==> src/rtl/quad_gate_bist_pkg.sv <==
// Shared definitions for the quad 2-input gate BIST: function codes,
// vector count, FSM state encodings and the gate evaluation helper.
package quad_gate_bist_pkg;

    localparam logic [2:0] F_AND  = 3'b000;
    localparam logic [2:0] F_OR   = 3'b001;
    localparam logic [2:0] F_NAND = 3'b010;
    localparam logic [2:0] F_NOR  = 3'b011;
    localparam logic [2:0] F_XOR  = 3'b100;
    localparam logic [2:0] F_XNOR = 3'b101;

    localparam int NUM_VECTORS = 6;

    localparam logic [1:0] ST_IDLE = 2'd0;
    localparam logic [1:0] ST_RUN  = 2'd1;
    localparam logic [1:0] ST_FLAG = 2'd2;

    function automatic logic func_legal(input logic [2:0] func);
        return func <= F_XNOR;
    endfunction

    function automatic logic gate_eval(input logic [2:0] func, input logic a, input logic b);
        logic y;
        case (func)
            F_AND:   y = a & b;
            F_OR:    y = a | b;
            F_NAND:  y = ~(a & b);
            F_NOR:   y = ~(a | b);
            F_XOR:   y = a ^ b;
            F_XNOR:  y = ~(a ^ b);
            default: y = 1'b0;
        endcase
        return y;
    endfunction

endpackage

==> src/rtl/quad_gate_vector_rom.sv <==
// Combinational test-vector table: vector index and gate function in,
// A/B drive pattern and expected Y out, for every gate in parallel.
module quad_gate_vector_rom
    import quad_gate_bist_pkg::*;
#(
    parameter int N_GATES = 4
) (
    input  logic [2:0]         idx,
    input  logic [2:0]         func,
    output logic [N_GATES-1:0] a,
    output logic [N_GATES-1:0] b,
    output logic [N_GATES-1:0] y_exp
);

    always_comb begin
        a = '0;
        b = '0;
        case (idx)
            3'd1: b = '1;
            3'd2: a = '1;
            3'd3: begin
                a = '1;
                b = '1;
            end
            // v4/v5 alternate adjacent gates so a bridge between neighbours shows up
            3'd4: for (int unsigned i = 0; i < N_GATES; i++) a[i] = i[0];
            3'd5: for (int unsigned i = 0; i < N_GATES; i++) b[i] = ~i[0];
            default: ;
        endcase

        y_exp = '0;
        for (int unsigned i = 0; i < N_GATES; i++) begin
            y_exp[i] = gate_eval(func, a[i], b[i]);
        end
    end

endmodule

==> src/rtl/quad_gate_bist.sv <==
// BIST sequencer for one quad 2-input gate package: drives six vectors,
// waits SETTLE cycles per vector, samples Y and accumulates a fail mask.
module quad_gate_bist
    import quad_gate_bist_pkg::*;
#(
    parameter int N_GATES = 4,
    parameter int SETTLE  = 2
) (
    input  logic               CLK,
    input  logic               RST_n,
    input  logic               START,
    input  logic [2:0]         FUNC,
    output logic [N_GATES-1:0] A,
    output logic [N_GATES-1:0] B,
    input  logic [N_GATES-1:0] Y,
    output logic               BUSY,
    output logic               DONE,
    output logic               PASS,
    output logic [N_GATES-1:0] FAIL_MASK,
    output logic               ERR
);

    localparam int CW = (SETTLE > 1) ? $clog2(SETTLE) : 1;

    logic [1:0]         state;
    logic [CW-1:0]      cnt;
    logic [2:0]         idx;
    logic [2:0]         func_q;
    logic [N_GATES-1:0] exp_q;

    logic [2:0]         load_idx;
    logic [2:0]         rom_func;
    logic [N_GATES-1:0] rom_a;
    logic [N_GATES-1:0] rom_b;
    logic [N_GATES-1:0] rom_y;
    logic [N_GATES-1:0] new_mask;
    logic               sample;
    logic               last;

    // The ROM is addressed with the vector about to be driven; its expected
    // Y is registered alongside A/B so one lookup serves both purposes.
    always_comb begin
        load_idx = (state == ST_IDLE) ? 3'd0 : idx + 3'd1;
        rom_func = (state == ST_IDLE) ? FUNC : func_q;
        new_mask = FAIL_MASK | (Y ^ exp_q);
        sample   = (cnt == CW'(SETTLE - 1));
        last     = (idx == 3'(NUM_VECTORS - 1));
    end

    quad_gate_vector_rom #(
        .N_GATES(N_GATES)
    ) u_rom (
        .idx  (load_idx),
        .func (rom_func),
        .a    (rom_a),
        .b    (rom_b),
        .y_exp(rom_y)
    );

    always_ff @(posedge CLK or negedge RST_n) begin
        if (!RST_n) begin
            state     <= ST_IDLE;
            cnt       <= '0;
            idx       <= '0;
            func_q    <= '0;
            exp_q     <= '0;
            A         <= '0;
            B         <= '0;
            BUSY      <= 1'b0;
            DONE      <= 1'b0;
            PASS      <= 1'b0;
            FAIL_MASK <= '0;
            ERR       <= 1'b0;
        end else begin
            DONE <= 1'b0;
            case (state)
                ST_IDLE: begin
                    if (START) begin
                        func_q    <= FUNC;
                        FAIL_MASK <= '0;
                        PASS      <= 1'b0;
                        BUSY      <= 1'b1;
                        cnt       <= '0;
                        idx       <= '0;
                        if (func_legal(FUNC)) begin
                            state <= ST_RUN;
                            ERR   <= 1'b0;
                            A     <= rom_a;
                            B     <= rom_b;
                            exp_q <= rom_y;
                        end else begin
                            state <= ST_FLAG;
                            ERR   <= 1'b1;
                        end
                    end
                end

                ST_RUN: begin
                    if (sample) begin
                        FAIL_MASK <= new_mask;
                        cnt       <= '0;
                        if (last) begin
                            state <= ST_IDLE;
                            idx   <= '0;
                            A     <= '0;
                            B     <= '0;
                            BUSY  <= 1'b0;
                            DONE  <= 1'b1;
                            PASS  <= (new_mask == '0) && !ERR;
                        end else begin
                            idx   <= idx + 3'd1;
                            A     <= rom_a;
                            B     <= rom_b;
                            exp_q <= rom_y;
                        end
                    end else begin
                        cnt <= cnt + CW'(1);
                    end
                end

                ST_FLAG: begin
                    state <= ST_IDLE;
                    BUSY  <= 1'b0;
                    DONE  <= 1'b1;
                    PASS  <= 1'b0;
                end

                default: state <= ST_IDLE;
            endcase
        end
    end

endmodule

==> config.mk <==
export PLATFORM = sky130hd
export DESIGN_NAME = quad_gate_bist
export DESIGN_NICKNAME = d
export VERILOG_FILES = /design/src/rtl/quad_gate_bist_pkg.sv /design/src/rtl/quad_gate_vector_rom.sv /design/src/rtl/quad_gate_bist.sv
export SDC_FILE = /design/constraint.sdc
export NUM_CORES = 1
export LEC_CHECK = 0
export CAP_MARGIN = 0
export CORE_MARGIN = 5
export CORE_UTILIZATION = 52
export CTS_BUF_LIST = sky130_fd_sc_hd__clkbuf_16
export CTS_CLUSTER_SIZE = 28
export DETAILED_ROUTE_END_ITERATION = 8
export PLACE_DENSITY = 0.83
export SLEW_MARGIN = 10
export SYNTH_ARGS = -nofsm -noshare
export SYNTH_HDL_FRONTEND = slang
export SYNTH_SLANG_ARGS = --single-unit
==> constraint.sdc <==
create_clock -name CLK -period 2.9 [get_ports CLK]
set_clock_uncertainty 0.2 [all_clocks]
set_input_delay 0.435 -clock CLK [delete_from_list [all_inputs] [get_ports CLK]]
set_output_delay 0.435 -clock CLK [all_outputs]
set_load 0.005 [all_outputs]
# After elaboration in Yosys (flattened, before gate mapping)
# Index checks and enable logic that the tools add are counted.
# W data, S select, Z words.
# word_totals
ff_bits,29
n_memories,0
mem_bits_rw,0
mem_bits_ro,0
out_inout_bits,16
wordCells,124
latch_bits,0
inputBits,10
# classes
muxes,49
div_mod_pow,0
n_addsub,2
reduce_logical,16
multipliers,0
shifts,0
n_eq_ne,18
bitwise_logic,26
magnitude_cmp,1
# op_table
cell,count
$mux W4,14
$pmux W4 S2,6
$pmux W1 S6,4
$eq A3 B3 Y1 const B,5
$mux W3,5
$eq A3 B2 Y1 const B,4
$not A1 Y1,12
$mux W1,10
$mux W2,4
$ne A2 B2 Y1 const B,4
$reduce_and A4 Y1,2
$eq A3 B1 Y1 const B,2
$pmux W1 S3,2
$pmux W3 S2,1
$reduce_and A3 Y1,2
$reduce_and A5 Y1,1
$and A1 B1 Y1,4
$logic_not A4 Y1,1
$or A1 B1 Y1,4
$or A4 B4 Y4,1
$pmux W1 S2,2
$pmux W2 S2,1
$reduce_and A2 Y1,2
$reduce_or A2 Y1,2
other kinds (14),17

# Logic depth before layout (Yosys ltp)
# Gate-level depths: netlist of the first run.
# logic_depth
word_depth,11
ltp_mapped,13
mapped_depth_nobuf,12

# Cells and area by module
# Synthesis of the first run repeated with hierarchy kept, for this count alone.
# hier_totals
cells_unflattened,177
hier_area_um2,1788.0
# by_module_without_submodules
mod,seq_area_each_um2,area_per_inst_um2,n_inst,cells_each
quad_gate_bist,725.7,1526.5,1,144
quad_gate_vector_rom,0.0,261.5,1,33

# Worst setup path before layout of the first run
# OpenSTA, ideal clock, no wires.
# synth_timing
path_kind,register to register
startpoint,reg state[0]
endpoint,reg exp_q[1]
arrival_ps,2206
path_stages_with_launch,14
period_less_slack_ps,2531
slack_ps,369
setup_time_ps,125
required_time_ps,2575
n_path_buf,2
path_cell_list,dfrtp_1 > inv_1 > ha_1 > buf_6 > buf_4 > mux2i_1 > nor2_1 > a21oi_1 > inv_1 > ha_1 > xnor2_1 > nand3_1 > o21ai_0 > mux2_2
# synth_via
elab_chain_cells,11
word_cells_on_any_way,37
cone_classes,eq/ne: 15; mux: 10; bitwise: 6; reduce/logical: 6
# synth_lines
element,line_no,text
start: declaration,quad_gate_bist.sv:25,logic [1:0] state;
start signal: assignment,quad_gate_bist.sv:62,state <= ST_IDLE;
start signal: assignment,quad_gate_bist.sv:86,state <= ST_RUN;
start signal: assignment,quad_gate_bist.sv:92,state <= ST_FLAG;
$logic_not A2 Y1,"quad_gate_bist.sv:43, quad_gate_bist.sv:44, quad_gate_bist.sv:76",
$mux W3,quad_gate_bist.sv:43,load_idx = (state == ST_IDLE) ? 3'd0 : idx + 3'd1;
$eq A3 B2 Y1 / $eq A3 B1 Y1 (equally long branches),quad_gate_vector_rom.sv:18,case (idx)
$reduce_or A2 Y1 (no source line),-,
$pmux W4 S2,quad_gate_vector_rom.sv:18,
$xor A1 B1 Y1 (tied with other cells),"quad_gate_bist_pkg.sv:29, quad_gate_bist_pkg.sv:30",
"$not A1 Y1, on equally long branches","quad_gate_bist_pkg.sv:30, quad_gate_bist_pkg.sv:27, quad_gate_bist_pkg.sv:28",
$pmux W1 S6,quad_gate_bist_pkg.sv:24,case (func)
"$mux W4, on equally long branches","quad_gate_bist.sv:102, quad_gate_bist.sv:85",
"$mux W4, on equally long branches","quad_gate_bist.sv:99, quad_gate_bist.sv:78",
$pmux W4 S2,quad_gate_bist.sv:76,case (state)
end signal: assignment,quad_gate_bist.sv:90,exp_q <= rom_y;
end signal: assignment,quad_gate_bist.sv:114,exp_q <= rom_y;
end: declaration,quad_gate_bist.sv:29,logic [N_GATES-1:0] exp_q;
# Several ways; a longest one is shown, not always the timed one. The select of a mux whose other input is x is not followed.
# A chain may end at the register's enable or synchronous reset.

# Worst setup path after layout of the first run
# layout_timing
startpoint,reg idx[0]
endpoint,reg exp_q[1]
# layout_via
elab_chain_cells,11
word_cells_on_any_way,26
cone_classes,add/sub: 1; eq/ne: 7; mux: 9; bitwise: 6; reduce/logical: 3
# layout_lines
element,line_no,text
start: declaration,quad_gate_bist.sv:27,logic [2:0] idx;
start signal: assignment,quad_gate_bist.sv:111,idx <= idx + 3'd1;
$add A3 B1 Y3,quad_gate_bist.sv:43,
$mux W3,quad_gate_bist.sv:43,
$eq A3 B2 Y1 / $eq A3 B1 Y1 (equally long branches),quad_gate_vector_rom.sv:18,
$reduce_or A2 Y1 (no source line),-,
$pmux W4 S2,quad_gate_vector_rom.sv:18,
$xor A1 B1 Y1 (tied with other cells),"quad_gate_bist_pkg.sv:29, quad_gate_bist_pkg.sv:30",
"$not A1 Y1, on equally long branches","quad_gate_bist_pkg.sv:30, quad_gate_bist_pkg.sv:27, quad_gate_bist_pkg.sv:28",
$pmux W1 S6,quad_gate_bist_pkg.sv:24,
"$mux W4, on equally long branches","quad_gate_bist.sv:102, quad_gate_bist.sv:85",
"$mux W4, on equally long branches","quad_gate_bist.sv:99, quad_gate_bist.sv:78",
$pmux W4 S2,quad_gate_bist.sv:76,
# Several ways; a longest one is shown, not always the timed one. The select of a mux whose other input is x is not followed.

==> report_table.html, run 1 <==
<table>
<tr><th>Metric</th><th>Value</th></tr>
<tr><th colspan="2">Die</th></tr>
<tr><td>DIE WIDTH</td><td>62.9 um</td></tr>
<tr><td>Initial Utilization</td><td>53.7%</td></tr>
<tr><td>Placement Rows</td><td>19</td></tr>
<tr><td>Area of the core</td><td>2710 um2</td></tr>
<tr><td>Die Height</td><td>~63 um</td></tr>
<tr><td>Total I/O pin count</td><td>26</td></tr>
<tr><td>Die area</td><td>3960 um2</td></tr>
<tr><th colspan="2">Worst setup path</th></tr>
<tr><td>Peak fanout along the critical path</td><td>6</td></tr>
<tr><td>Class of the most critical setup path</td><td>flip-flop to flip-flop</td></tr>
<tr><td>Arrival time reported for the critical path endpoint</td><td>2.67 ns</td></tr>
<tr><td>Slowest stage cell, crit path</td><td>dfrtp_1</td></tr>
<tr><td>Kind of end point of the critical path</td><td>flip-flop</td></tr>
<tr><td>Max incr delay on CP</td><td>0.45 ns</td></tr>
<tr><td>Critical path launch point type</td><td>flip-flop</td></tr>
<tr><td>Cell breakdown of the critical path</td><td>ha_1 &gt; xnor2_1 &gt; mux2i_1 &gt; nor2_1 &gt; a21oi_1 &gt; inv_1 &gt; ha_1 &gt; xnor2_1 &gt; nand3_1 &gt; o21ai_0 &gt; mux2_2</td></tr>
<tr><td>Req. time, crit path</td><td>2.84 ns</td></tr>
<tr><th colspan="2">Logic synthesis</th></tr>
<tr><td>Mean instance size in the synthesized netlist</td><td>around 9.4 um2</td></tr>
<tr><td>Main combinational cell family by area after synthesis</td><td>compound AO/OA/AOI/OAI gates</td></tr>
<tr><td>Share of synthesized cell area in and, or, nand and nor gates</td><td>15.8%</td></tr>
<tr><td>Net count of the mapped netlist</td><td>174</td></tr>
<tr><td>Synthesis-stage register bit count</td><td>23</td></tr>
<tr><td>Synth Area in Compound Gates</td><td>16.7%</td></tr>
<tr><td>Count of mapped cells out of synthesis</td><td>approximately 150</td></tr>
<tr><td>Xor and xnor area share after synthesis</td><td>5.42%</td></tr>
<tr><td>Sequential fraction of the synthesis area</td><td>39.6%</td></tr>
<tr><td>Number of distinct library cells after synthesis</td><td>38</td></tr>
<tr><td>Netlist area before placement</td><td>~1500 um2</td></tr>
<tr><td>Post-synthesis adder-cell area fraction</td><td>8.60%</td></tr>
<tr><td>Portion of netlist area occupied by mux cells</td><td>8.25%</td></tr>
<tr><td>Synth warn</td><td>0</td></tr>
<tr><th colspan="2">Timing</th></tr>
<tr><td>Clock period minus worst slack</td><td>2.72 ns</td></tr>
<tr><td>Transition time at the pin with the least slew margin</td><td>0.561 ns</td></tr>
<tr><td>Count of endpoints failing hold in the final timing report</td><td>0</td></tr>
<tr><td>Summed negative setup slack over all endpoints</td><td>0 ns</td></tr>
<tr><td>Smallest hold slack</td><td>0.308 ns</td></tr>
<tr><td>Crit share post-route</td><td>93.9%</td></tr>
<tr><td>Finish-stage setup viols</td><td>0</td></tr>
<tr><td>RSZ-0062 raised after global routing</td><td>no</td></tr>
<tr><td>Total count of max-transition violations in the final report</td><td>0</td></tr>
<tr><td>Max-slew headroom at the worst pin</td><td>62.5%</td></tr>
<tr><td>Achievable frequency</td><td>367 MHz</td></tr>
<tr><th colspan="2">CTS</th></tr>
<tr><td>Number of post-CTS setup repair buffers</td><td>0</td></tr>
<tr><td>Number of hold buffers added after CTS</td><td>0</td></tr>
<tr><td>Source-to-sink clock delay at the later pin of the worst-skew pair</td><td>0.25 ns</td></tr>
<tr><td>Number of H-tree levels</td><td>1</td></tr>
<tr><td>Number of clock sinks seen by CTS</td><td>23</td></tr>
<tr><td>CTS clock-pin slew for the worst setup and hold paths</td><td>0.06 ns</td></tr>
<tr><td>Bufs on Longest Clock Path</td><td>2</td></tr>
<tr><td># resized after CTS</td><td>0</td></tr>
<tr><td>Num CTS Buffers</td><td>3</td></tr>
<tr><td>Cell at the root of the clock tree</td><td>clkbuf_16</td></tr>
<tr><td>TritonCTS clock tree</td><td>built</td></tr>
<tr><th colspan="2">Global routing</th></tr>
<tr><td>Largest net degree at the start of global routing</td><td>24</td></tr>
<tr><td>Wire length of the first global-routing pass</td><td>5.30 mm</td></tr>
<tr><td>Global route overflow</td><td>0</td></tr>
<tr><td>Number of global-route vias before repair</td><td>1139</td></tr>
<tr><td>Overall track demand over capacity in global routing</td><td>between 10% and 20%</td></tr>
<tr><td>Number of antenna violations at the first check in global routing</td><td>0</td></tr>
<tr><th colspan="2">Layout</th></tr>
<tr><td>Nets</td><td>200</td></tr>
<tr><td>Proportion of layout cells with a drive suffix above 1</td><td>8.94%</td></tr>
<tr><td>Commonest non-fill, non-tap cell in the layout</td><td>clkdlybuf4s50_1</td></tr>
<tr><td>Fillers</td><td>211</td></tr>
<tr><td>Most used cells in the layout excluding fill and tap cells</td><td>25 x clkdlybuf4s50_1, 23 x dfrtp_1, 20 x nand2_1</td></tr>
<tr><td>Antenna fix cells</td><td>0</td></tr>
<tr><td>Area growth, synth to finish</td><td>23.3%</td></tr>
<tr><td>Total area of sequential cells</td><td>576 um2</td></tr>
<tr><td>Multi-input gate area in the final layout</td><td>797 um2</td></tr>
<tr><th colspan="2">Drt</th></tr>
<tr><td>Vias per Instance</td><td>between 5 and 6</td></tr>
<tr><td>Final WL</td><td>3.14 mm</td></tr>
<tr><td>Detailed-route DRC error count</td><td>0</td></tr>
<tr><td>Average detailed-routed wire length per instance</td><td>15.0 um</td></tr>
<tr><td>Number of DRC violations after detailed-routing iteration 0</td><td>34</td></tr>
<tr><td>Number of nets with antenna violations after detailed routing</td><td>0</td></tr>
<tr><td>Detailed-route via count</td><td>1177</td></tr>
<tr><td>Number of detailed-routing iterations run before antenna repair</td><td>4</td></tr>
<tr><th colspan="2">Placed design</th></tr>
<tr><td>Number of input and output port buffers inserted</td><td>25</td></tr>
<tr><td>Last weighted congestion value of the routability-driven placer</td><td>around 0.8</td></tr>
<tr><td>Post-detail-place hpwl</td><td>about 2.4 mm</td></tr>
<tr><th colspan="2">Power</th></tr>
<tr><td>Max rail drop VDD</td><td>about 0.69 mV</td></tr>
<tr><td>Static leakage</td><td>0.789 nW</td></tr>
<tr><td>Power per standard cell area</td><td>1180 nW/um2</td></tr>
<tr><th colspan="2">Status</th></tr>
<tr><td>Run status</td><td>finished, final reports clean</td></tr>
<tr><th colspan="2">Hold path</th></tr>
<tr><td>Worst Hold Class</td><td>flip-flop to flip-flop</td></tr>
<tr><th colspan="2">Run</th></tr>
<tr><td>Maximum Capacitance Violations</td><td>0</td></tr>
</table>
==> worst max-delay path, delay by kind of cell (launching register included) <==
family,cells,cell delay [ns]
buffers and inverters,1,0.07
xor gates and xnor gates,2,0.51
muxes,2,0.41
AOI/OAI and AO/OA,2,0.18
DFF,1,0.45
adders and majority gates,2,0.51
and+or+nand+nor,2,0.29
==> area by class of cell <==
type                    count  share of cell area, %
clock inverters             1                  0.279
clock buffers               3                   4.18
flip-flops and latches     23                   32.1
repair buffers             28                   15.2
multi-input cells         116                   44.4
inverters                   8                   1.67
well taps                  31                   2.16
==> cells by family after synthesis <==
kind of cell	Yosys count
and+or+nand+nor	50
AOI/OAI and AO/OA	37
DFF	23
buffers and inverters	15
muxes	10
adders and majority gates	10
xor gates and xnor gates	9
==> metrics by stage <==
stage	power, W	area (um2)	utilization, %	setup slack (ns)	instances
after floorplan	0.00148	1460	-	0.369	154
after global placement	0.00177	1710	63.3	0.351	206
after detailed placement	0.00181	1710	63.3	0.224	206
after CTS	0.00213	1790	66.2	0.188	210
after global routing	0.00229	1790	66.2	0.0580	210
final	0.00212	1790	66.2	0.176	210
==> synthesized netlist by cell type <==
master / number / area share (%)
dfrtp_1: 23 / 40
nand2_1: 20 / 5.2
o21ai_0: 17 / 5.8
nor2_1: 11 / 2.8
ha_1: 10 / 8.6
xnor2_1: 9 / 5.4
inv_1: 8 / 2.1
mux2_2: 6 / 4.6
buf_4: 5 / 2.6
nand3_1: 5 / 1.7
o31ai_1: 4 / 2.1
and3_1: 3 / 1.3
mux2i_1: 3 / 2.1
or3_1: 3 / 1.3
a21oi_1: 2 / 0.69
a22o_1: 2 / 1.2
nor2b_1: 2 / 0.86
a2111oi_2: 1 / 1.0
a211o_1: 1 / 0.60
a211oi_1: 1 / 0.52
a21o_1: 1 / 0.52
a21oi_2: 1 / 0.60
a221oi_1: 1 / 0.60
a31oi_1: 1 / 0.43
and2_1: 1 / 0.43
buf_6: 1 / 0.77
clkbuf_1: 1 / 0.26
mux2i_4: 1 / 1.5
nand2b_1: 1 / 0.43
nand3b_1: 1 / 0.52
nor3_1: 1 / 0.34
nor3b_1: 1 / 0.52
nor4_1: 1 / 0.43
o211ai_1: 1 / 0.52
o21a_1: 1 / 0.52
o21ai_1: 1 / 0.34
o2bb2ai_1: 1 / 0.60
o31a_1: 1 / 0.60
==> power breakdown <==
part | internal, W | switching [W] | leakage [nW]
Sequential | 0.000447 | 0.000114 | 0.297
Combinational | 0.000612 | 0.000647 | 0.451
Clock | 0.000185 | 0.000109 | 0.0409
Total | 0.00124 | 0.000871 | 0.789
==> metal layers <==
layer / part of all wire, % / up-vias / global-route usage [%]
li1: - / 587 / -
met1: 45 / 560 / 20.8
met2: 50 / 23 / 27.9
met3: 2.8 / 7 / 2.16
met4: 1.8 / 0 / 5.57
met5: 0 / - / 0
==> path summary, 6_finish.rpt <==
kind	start	end	slack (ns)	cells past startpoint
min reg2reg	B[1]$_DFFE_PN0P_	B[1]$_DFFE_PN0P_	0.31	2
max in group asynchronous	RST_n	B[2]$_DFFE_PN0P_	1.93	2
min in group asynchronous	RST_n	cnt$_DFFE_PN0P_	0.33	2
min	B[1]$_DFFE_PN0P_	B[1]$_DFFE_PN0P_	0.31	2
max	idx[0]$_DFFE_PN0P_	exp_q[1]$_DFFE_PN0P_	0.18	11
max reg2reg	idx[0]$_DFFE_PN0P_	exp_q[1]$_DFFE_PN0P_	0.18	11
==> registers in the layout, indices dropped and copies added, names as in the netlist <==
register	cells
B	2
ERR	1
state	2
BUSY	1
idx	3
PASS	1
A	2
exp_q	2
DONE	1
cnt	1
func_q	3
FAIL_MASK	4
No activity file was read; power rests on OpenSTA's default activity.
==> run 2, diff against run 1 <==
--- a/config.mk
+++ b/config.mk
@@ -6,13 +6,16 @@
 export NUM_CORES = 1
 export LEC_CHECK = 0
 export CAP_MARGIN = 0
-export CORE_MARGIN = 5
-export CORE_UTILIZATION = 52
+export CELL_PAD_IN_SITES_DETAIL_PLACEMENT = 1
+export CELL_PAD_IN_SITES_GLOBAL_PLACEMENT = 1
+export CORE_MARGIN = 2
+export CORE_UTILIZATION = 39
 export CTS_BUF_LIST = sky130_fd_sc_hd__clkbuf_16
 export CTS_CLUSTER_SIZE = 28
 export DETAILED_ROUTE_END_ITERATION = 8
-export PLACE_DENSITY = 0.83
+export PLACE_DENSITY = 0.82
 export SLEW_MARGIN = 10
 export SYNTH_ARGS = -nofsm -noshare
 export SYNTH_HDL_FRONTEND = slang
 export SYNTH_SLANG_ARGS = --single-unit
+export TNS_END_PERCENT = 1
==> run 2 against run 1 <==
Compared with the run above:
- flip-flop and latch count unchanged
- cell area increased by 2.2%
- routed wire length increased by 20%
- global-route usage increased by 4.0 points
- highest routed layer unchanged
- critical endpoint unchanged
- critical path type unchanged
- maximum frequency increased by 4.2%
- largest power group unchanged
- clock-buffer cell count unchanged
- hold slack got worse by 0.0017 ns
- first-iteration DRC count increased by 15%
==> report_table.html, run 2 (synthesis results as in run 1) <==
<table>
<tr><th>Metric</th><th>Value</th></tr>
<tr><th colspan="2">Timing</th></tr>
<tr><td>RSZ-0062 raised after global routing</td><td>no</td></tr>
<tr><td>Max-slew headroom at the worst pin</td><td>63.2% (+0.72 points)</td></tr>
<tr><td>Achievable frequency</td><td>383 MHz (+4.2%)</td></tr>
<tr><td>Finish-stage setup viols</td><td>0 (unchanged)</td></tr>
<tr><td>Crit share post-route</td><td>90.1% (-3.8 points)</td></tr>
<tr><td>Clock period minus worst slack</td><td>2.61 ns (-0.110 ns)</td></tr>
<tr><td>Summed negative setup slack over all endpoints</td><td>0 ns (unchanged)</td></tr>
<tr><td>Total count of max-transition violations in the final report</td><td>0 (unchanged)</td></tr>
<tr><td>Smallest hold slack</td><td>0.306 ns (-0.00169 ns)</td></tr>
<tr><td>Transition time at the pin with the least slew margin</td><td>0.549 ns (-0.0121 ns)</td></tr>
<tr><td>Count of endpoints failing hold in the final timing report</td><td>0 (unchanged)</td></tr>
<tr><th colspan="2">Layout</th></tr>
<tr><td>Multi-input gate area in the final layout</td><td>808 um2 (+1.4%)</td></tr>
<tr><td>Number of flip-flops in the largest register</td><td>4 (unchanged)</td></tr>
<tr><td>Largest register by flop count</td><td>FAIL_MASK</td></tr>
<tr><td>Nets</td><td>201 (+0.50%)</td></tr>
<tr><td>Proportion of layout cells with a drive suffix above 1</td><td>10.6% (+1.6 points)</td></tr>
<tr><td>Fillers</td><td>439 (+110%)</td></tr>
<tr><td>Most used cells in the layout excluding fill and tap cells</td><td>25 x clkdlybuf4s50_1, 23 x dfrtp_1, 20 x nand2_1</td></tr>
<tr><td>Share of the core filled with cells in the final layout</td><td>50.5% (-16 points)</td></tr>
<tr><td>Antenna fix cells</td><td>0 (unchanged)</td></tr>
<tr><td>Total area of sequential cells</td><td>576 um2 (unchanged)</td></tr>
<tr><td>Area growth, synth to finish</td><td>26.1%</td></tr>
<tr><td>Final cell area excluding filler cells</td><td>1830 um2 (+2.2%)</td></tr>
<tr><td>Commonest non-fill, non-tap cell in the layout</td><td>clkdlybuf4s50_1</td></tr>
<tr><td>Largest registers</td><td>FAIL_MASK: 4 flops, func_q: 3 flops, idx: 3 flops</td></tr>
<tr><th colspan="2">Drt</th></tr>
<tr><td>Detailed-route DRC error count</td><td>0 (unchanged)</td></tr>
<tr><td>Number of DRC violations after detailed-routing iteration 0</td><td>39 (+15%)</td></tr>
<tr><td>Number of nets with antenna violations after detailed routing</td><td>0 (unchanged)</td></tr>
<tr><td>Average detailed-routed wire length per instance</td><td>16.6 um (+11%)</td></tr>
<tr><td>Number of detailed-routing iterations run before antenna repair</td><td>4 (unchanged)</td></tr>
<tr><td>Detailed-route via count</td><td>1249 (+6.1%)</td></tr>
<tr><td>Vias per Instance</td><td>5.48 (-2.3%)</td></tr>
<tr><td>Final WL</td><td>3.78 mm (+20%)</td></tr>
<tr><th colspan="2">Hold path</th></tr>
<tr><td>Worst Hold Class</td><td>flip-flop to flip-flop</td></tr>
<tr><th colspan="2">CTS</th></tr>
<tr><td>Num CTS Buffers</td><td>3 (unchanged)</td></tr>
<tr><td>Number of H-tree levels</td><td>1 (unchanged)</td></tr>
<tr><td>Cell at the root of the clock tree</td><td>clkbuf_16</td></tr>
<tr><td>Number of hold buffers added after CTS</td><td>0 (unchanged)</td></tr>
<tr><td>CTS clock-pin slew for the worst setup and hold paths</td><td>0.06 ns (about the same)</td></tr>
<tr><td>TritonCTS clock tree</td><td>built</td></tr>
<tr><td>Number of clock sinks seen by CTS</td><td>23 (unchanged)</td></tr>
<tr><td>Number of post-CTS setup repair buffers</td><td>0 (unchanged)</td></tr>
<tr><td>Bufs on Longest Clock Path</td><td>2 (unchanged)</td></tr>
<tr><td>Source-to-sink clock delay at the later pin of the worst-skew pair</td><td>0.26 ns (about the same)</td></tr>
<tr><th colspan="2">Worst setup path</th></tr>
<tr><td>Critical path launch point type</td><td>flip-flop</td></tr>
<tr><td>Class of the most critical setup path</td><td>flip-flop to flip-flop</td></tr>
<tr><td>Arrival time reported for the critical path endpoint</td><td>2.56 ns (-0.11 ns)</td></tr>
<tr><td>Register-to-Register Setup Slack</td><td>0.29 ns (+0.11 ns)</td></tr>
<tr><td>Kind of end point of the critical path</td><td>flip-flop</td></tr>
<tr><td>Req. time, crit path</td><td>2.85 ns (about the same)</td></tr>
<tr><td>Peak fanout along the critical path</td><td>6 (unchanged)</td></tr>
<tr><th colspan="2">Placed design</th></tr>
<tr><td>Number of input and output port buffers inserted</td><td>25 (unchanged)</td></tr>
<tr><td>Post-detail-place hpwl</td><td>2.85 mm (+19%)</td></tr>
<tr><td>Post-detailed-placement cell area</td><td>1740 um2 (+1.7%)</td></tr>
<tr><td>Last weighted congestion value of the routability-driven placer</td><td>0.831 (+2.1%)</td></tr>
<tr><th colspan="2">Die</th></tr>
<tr><td>Total I/O pin count</td><td>26 (unchanged)</td></tr>
<tr><td>Die area</td><td>4240 um2 (+7.1%)</td></tr>
<tr><td>Placement Rows</td><td>22 (+3)</td></tr>
<tr><td>Area of the core</td><td>3630 um2 (+34%)</td></tr>
<tr><td>Die Height</td><td>65.1 um (+3.5%)</td></tr>
<tr><td>Initial Utilization</td><td>40.0% (-14 points)</td></tr>
<tr><td>DIE WIDTH</td><td>65.1 um (+3.5%)</td></tr>
<tr><th colspan="2">Status</th></tr>
<tr><td>Run status</td><td>finished, final reports clean</td></tr>
<tr><th colspan="2">Power</th></tr>
<tr><td>Static leakage</td><td>0.796 nW (+0.86%)</td></tr>
<tr><td>Power Total</td><td>0.00218 W (+3.2%)</td></tr>
<tr><td>Power per standard cell area</td><td>1190 nW/um2 (+0.95%)</td></tr>
<tr><td>Max rail drop VDD</td><td>0.420 mV (-39%)</td></tr>
<tr><th colspan="2">Global routing</th></tr>
<tr><td>Overall track demand over capacity in global routing</td><td>20.2% (+4.0 points)</td></tr>
<tr><td>Wire length of the first global-routing pass</td><td>6.46 mm (+22%)</td></tr>
<tr><td>Largest net degree at the start of global routing</td><td>24 (unchanged)</td></tr>
<tr><td>Global route overflow</td><td>0 (unchanged)</td></tr>
<tr><td>Number of global-route vias before repair</td><td>1327 (+17%)</td></tr>
<tr><td>Number of antenna violations at the first check in global routing</td><td>0 (unchanged)</td></tr>
<tr><th colspan="2">Run</th></tr>
<tr><td>Maximum Capacitance Violations</td><td>0 (unchanged)</td></tr>
</table>
run 2: path summary, 6_finish.rpt:
check / from / endpoint / cells after the start
worst min register to register: func_q[1]$_DFFE_PN0P_ / func_q[1]$_DFFE_PN0P_ / 1
worst max register to register: state[0]$_DFFE_PN0P_ / exp_q[1]$_DFFE_PN0P_ / 12
min in group asynchronous: RST_n / cnt$_DFFE_PN0P_ / 2
worst min-delay path: func_q[1]$_DFFE_PN0P_ / func_q[1]$_DFFE_PN0P_ / 1
worst max-delay path: state[0]$_DFFE_PN0P_ / exp_q[1]$_DFFE_PN0P_ / 12
max in group asynchronous: RST_n / func_q[0]$_DFFE_PN0P_ / 2
run 2: metrics by stage:
step	setup WS [ns]	instances
finish	0.287	228
global placement	0.319	224
detailed placement	0.224	224
CTS	0.199	228
global route	0.0142	228
floorplan	0.369	154
run 2: final cells by class:
cell class	instances	share of cell area (%)
Inverter	8	1.64
Clock buffer	3	4.09
Timing Repair Buffer	29	15.3
Tap cell	48	3.27
Clock inverter	1	0.273
Multi-Input combinational cell	116	44.1
Sequential cell	23	31.4
run 2: where the power goes:
group / internal [W] / switching, W
logic: 0.000625 / 0.000693
clock network: 0.000186 / 0.000118
registers: 0.000447 / 0.000114
run 2: what timing repair did:
action / in CTS / in global routing
hold endpoints to repair: 0 / 0
endpoints found under the setup margin: 0 / 1
resized for setup: 0 / 2
run 2: layer usage:
| layer | track usage, % | part of all wire, % |
|---|---|---|
| met1 | 23.7 | 43 |
| met2 | 36.5 | 53 |
| met3 | 2.26 | 2.2 |
| met4 | 9.90 | 2.5 |
| met5 | 0 | 0 |
run 2: critical path: stages, from the launching register on:
cell and delay, ns:
dfrtp_1 0.39, inv_1 0.10, ha_1 0.28, nor2_1 0.25
mux2i_1 0.12, nor2_1 0.24, a21oi_2 0.08, inv_1 0.07
ha_1 0.24, xnor2_1 0.13, nand3_1 0.08, o21ai_0 0.07
mux2_2 0.26
